$ cat src/rtl/imem_fetch.sv
// Instruction-fetch stage: owns the PC, drives the ROM address, registers the
// fetched word into IF/ID, and latches a sticky fault on illegal fetch addresses.
module imem_fetch #(
  parameter logic [31:0] RESET_PC = 32'h0000_0000,
  parameter logic [23:0] ROM_BASE = 24'd0
) (
  input  logic        clk,
  input  logic        reset,
  output logic [31:0] imem_addr,
  input  logic [31:0] imem_data,
  input  logic        stall,
  input  logic        branch_taken,
  input  logic [31:0] branch_target,
  input  logic        jump,
  input  logic [31:0] jump_target,
  output logic [31:0] ifid_instr,
  output logic [31:0] ifid_pc4,
  output logic        ifid_valid,
  output logic        fault,
  output logic [31:0] fetch_count
);

  typedef enum logic {RUN, FAULT} state_t;

  state_t      state, state_nxt;
  logic [31:0] pc, pc_nxt, pc4;
  logic        bad_pc, advance, bubble;

  assign pc4       = pc + 32'd4;
  assign bad_pc    = (pc[1:0] != 2'b00) || (pc[31:8] != ROM_BASE);
  assign imem_addr = pc;

  always_ff @(posedge clk) begin
    if (reset) state <= RUN;
    else       state <= state_nxt;
  end

  always_comb begin
    state_nxt = state;
    if (state == RUN && bad_pc) state_nxt = FAULT;
  end

  // The fault check outranks redirects: a bad pc is never fetched or replaced.
  always_comb begin
    pc_nxt  = pc;
    advance = 1'b0;
    bubble  = 1'b0;
    case (state)
      RUN: begin
        if (bad_pc) begin
          bubble = 1'b1;
        end else if (branch_taken) begin
          pc_nxt = branch_target;
          bubble = 1'b1;
        end else if (jump) begin
          pc_nxt = jump_target;
          bubble = 1'b1;
        end else if (!stall) begin
          pc_nxt  = pc4;
          advance = 1'b1;
        end
      end
      default: bubble = 1'b1;
    endcase
  end

  always_ff @(posedge clk) begin
    if (reset) begin
      pc          <= RESET_PC;
      ifid_instr  <= '0;
      ifid_pc4    <= '0;
      ifid_valid  <= 1'b0;
      fault       <= 1'b0;
      fetch_count <= '0;
    end else begin
      pc    <= pc_nxt;
      fault <= (state_nxt == FAULT);
      if (bubble) begin
        ifid_instr <= '0;
        ifid_pc4   <= '0;
        ifid_valid <= 1'b0;
      end else if (advance) begin
        ifid_instr  <= imem_data;
        ifid_pc4    <= pc4;
        ifid_valid  <= 1'b1;
        fetch_count <= fetch_count + 32'd1;
      end
    end
  end

endmodule

$ cat config.mk
export PLATFORM = sky130hd
export DESIGN_NAME = imem_fetch
export DESIGN_NICKNAME = d
export VERILOG_FILES = /design/src/rtl/imem_fetch.sv
export SDC_FILE = /design/constraint.sdc
export NUM_CORES = 1
export LEC_CHECK = 0
export CELL_PAD_IN_SITES_DETAIL_PLACEMENT = 1
export CELL_PAD_IN_SITES_GLOBAL_PLACEMENT = 2
export CORE_ASPECT_RATIO = 0.8
export CORE_MARGIN = 1
export CORE_UTILIZATION = 23
export CTS_CLUSTER_SIZE = 12
export DETAILED_ROUTE_END_ITERATION = 10
export PLACE_DENSITY_LB_ADDON = 0.12
export SLEW_MARGIN = 5
export SYNTH_ARGS = -nofsm -noshare
export SYNTH_HDL_FRONTEND = slang
export SYNTH_SLANG_ARGS = --single-unit
export TNS_END_PERCENT = 5
$ cat constraint.sdc
create_clock -name clk -period 4.1 [get_ports clk]
set_clock_uncertainty 0.15 [all_clocks]
set_input_delay 0.82 -clock clk [delete_from_list [all_inputs] [get_ports clk]]
set_output_delay 0.82 -clock clk [all_outputs]
set_load 0.05 [all_outputs]
==> flow_summary.toml <==
[sta]
min_period_ns = 3.16
slew_viol_final = 0
tightestPinTransition_ns = 0.695
max_freq_ghz = 0.317
max_slew_margin_pct = 53.6
finalHoldViolations = 0
setup_tns_ns = 0
fin_crit_sh_pct = 77.0
setup_viol = 0
rsz0062_at_grt = "false"

[floorplan]
die_area_um2 = 23100
start_util_pct = 23.7
rows = 48
fp.dieW_um = 170
core_area_um2 = 21800
die_y_um = 136
io_pins = 231

[grt]
grt_usage_pct = 16.5
grt_start_max_net_pins = 43
grt_first_pass_wirelength_um = 29400
antenna_found_initial = 0
overflow = 0
grt_pass1_vias = 5514

[logic_synthesis]
synth_top_area_cell = "dfxtp_1"
synth_nets = 707
synth_mux_area_share_pct = 1.24
ys_ff_latch = 130
ys_seq_area_share_pct = 50.4
yosysUniqueCellTypes = 39
synthCells = 604
synth-compound-area-share_pct = 15.2
syn_avg_cell_area_um2 = 8.55
netlist_area_um2 = 5160
ys.flop_type = "dfxtp_1"
yosysWarnings = 0
synth_xor_area_share_pct = 3.39
synth_area_leaders = "dfxtp_1, a21oi_1, nand2_1"
synth_top_family_by_area = "simple AND/OR/NAND/NOR gates"
synth_edf_count = 0
async_flop_share_pct = 0
synth.top_cell.area_share_pct = 50.4
yosys.area_share.adder_pct = 0.484
yosys.area_share.simple_pct = 25.2

[drt]
drt_pass1_iterations = 4
num_vias = 5159
viasPerCell = 4.55
route.detailed.drc = 0
drt.antenna.violating_nets = 0
drt_iter0_markers = 191
wl_per_cell_um = 16.4
totalWireLength_um = 18600

[power_and_ir_drop]
powerDensity_nw_per_um2 = 637
power_leakage_nw = 2.89
power_mw = 5.32
ir_drop_v = 0.000389

[finish]
drive_above_1_share_pct = 6.95
fin_util_pct = 38.3
design_area_um2 = 8340
syn_to_final_growth_pct = 61.6
final_common_cell = "clkdlybuf4s50_1"
final_cell_mix = "clkdlybuf4s50_1, dfxtp_1, nand2_1"
fin_cells = 1134
finalNetCount = 924
antennaDiodeCount = 0

[setup_path]
r2r-end = "fetch_count[31]$_SDFFE_PP0P_"
slowest_delay_ns = 0.71
crit_required_ns = 4.29
crit_chain = "clkdlybuf4s50_1 -> nor3_1 -> nand4_2 -> or4_1 -> or3_1 -> a21oi_1"
endpoint_kind = "register"
r2r-start = "imem_addr[21]$_SDFFE_PP0P_"
r2r_cells = 5
startpoint_type = "primary input"
worst-path-buf-inv = 1
critPathMaxFanout = 9
cp_slowest_cell = "or4_1"
worstPathArrival_ns = 3.35
crit_family = "simple AND/OR/NAND/NOR gates"
critPathKind = "in -> reg"
reg2reg_slack_ns = 1.38

[job]
drv_cap = 0

[cts]
cts_buffers = 17
postCtsSetupBuffers = 0
postCtsHoldBufs = 0
insertion_delay_ns = 0.42
cts_num_sinks = 130
htree_levels = 4
root_buffer = "clkbuf_16"
clockBufferDepth = 2
cts_resized = 0
clkTransAtPathRegs_ns = 0.06
cts_tree = "done"

[hold_path]
hold_class = "reg -> reg"
hold_depth = 2
min_from = "ifid_valid$_SDFFE_PP0P_"
holdPathEnd = "ifid_valid$_SDFFE_PP0P_"

[placed_design]
place.gp.congestion = 0.746
place_inst = 1102
hpwl_um = 13700
port_buffers = 230
place_area_um2 = 7760

[run_status]
status = "finished clean"
==> per-stage QoR <==
step / hold slack [ns] / setup WS, ns
2_1_floorplan: 0.310 / 1.33
3_3_place_gp: 0.293 / 0.594
3_5_place_dp: 0.299 / 0.532
4_1_cts: 0.309 / 0.949
5_1_grt: 0.317 / 0.785
6_report: 0.306 / 0.945
==> where the power goes <==
| part | internal, mW | switching [mW] | total (mW) |
|---|---|---|---|
| Combinational | 0.711 | 1.54 | 2.26 |
| Sequential | 1.42 | 0.145 | 1.56 |
| Clock | 0.869 | 0.630 | 1.50 |
==> registers in the layout, summed over array words and instances, names as in the netlist <==
name         count
ifid_pc4        32
imem_addr       32
fault            1
ifid_instr      32
ifid_valid       1
fetch_count     32
==> area by class of cell <==
cell class,count,area [um^2]
clock buffer,18,439
clock inverter,14,145
fill,2526,13500
inverter,8,30.0
multi-input combinational,422,2360
sequential,130,2600
tap,300,375
timing repair buffer,242,2390
==> synth_stat cells, types with 2 or more instances <==
master and number:
a211oi_1 9, a21o_1 2, a21oi_1 76, a22o_1 24, and3_1 29, and4_1 2, buf_2 4, buf_4 2
clkbuf_1 37, dfxtp_1 130, ha_1 2, inv_1 7, mux2_2 3, mux2i_1 3, nand2_1 88, nand3_1 14
nand3_2 2, nand4_1 7, nand4_2 2, nor2_1 67, nor2b_1 2, nor3_1 13, nor4_1 18, nor4_2 2
o21a_1 2, o21ai_0 13, o311a_1 2, or3_1 10, or4_1 4, xnor2_1 18, xor2_1 2
==> kinds of logic after synthesis <==
| family | after synthesis |
|---|---|
| compound gates | 129 |
| xor+xnor | 20 |
| fa+ha+maj | 2 |
| buf+inv | 52 |
| flops | 130 |
| mux | 6 |
| simple gates | 265 |
==> metal layers <==
metal	share of wire, %	GRT usage (%)	vias to the layer above
li1	-	-	2543
met1	43	19.4	2465
met2	49	28.4	135
met3	6.9	5.44	16
met4	1.2	5.11	0
met5	0	0	-
==> worst max-delay path by stage <==
stage | from | to | cells after the start | slack, ns
global route | jump | fetch_count[31]$_SDFFE_PP0P_ | 6 | 0.78
finish | stall | fetch_count[31]$_SDFFE_PP0P_ | 6 | 0.94
CTS | stall | fetch_count[31]$_SDFFE_PP0P_ | 6 | 0.95
floorplan | jump | fetch_count[31]$_SDFFE_PP0P_ | 7 | 1.33
detailed placement | stall | fetch_count[31]$_SDFFE_PP0P_ | 6 | 0.53
global placement | stall | fetch_count[31]$_SDFFE_PP0P_ | 6 | 0.59
==> tightest hold or removal path, stage by stage, from the launching register on <==
cell and delay [ns]:
dfxtp_1 0.31, inv_1 0.05, a21oi_1 0.05
No activity file was read; power rests on OpenSTA's default activity.
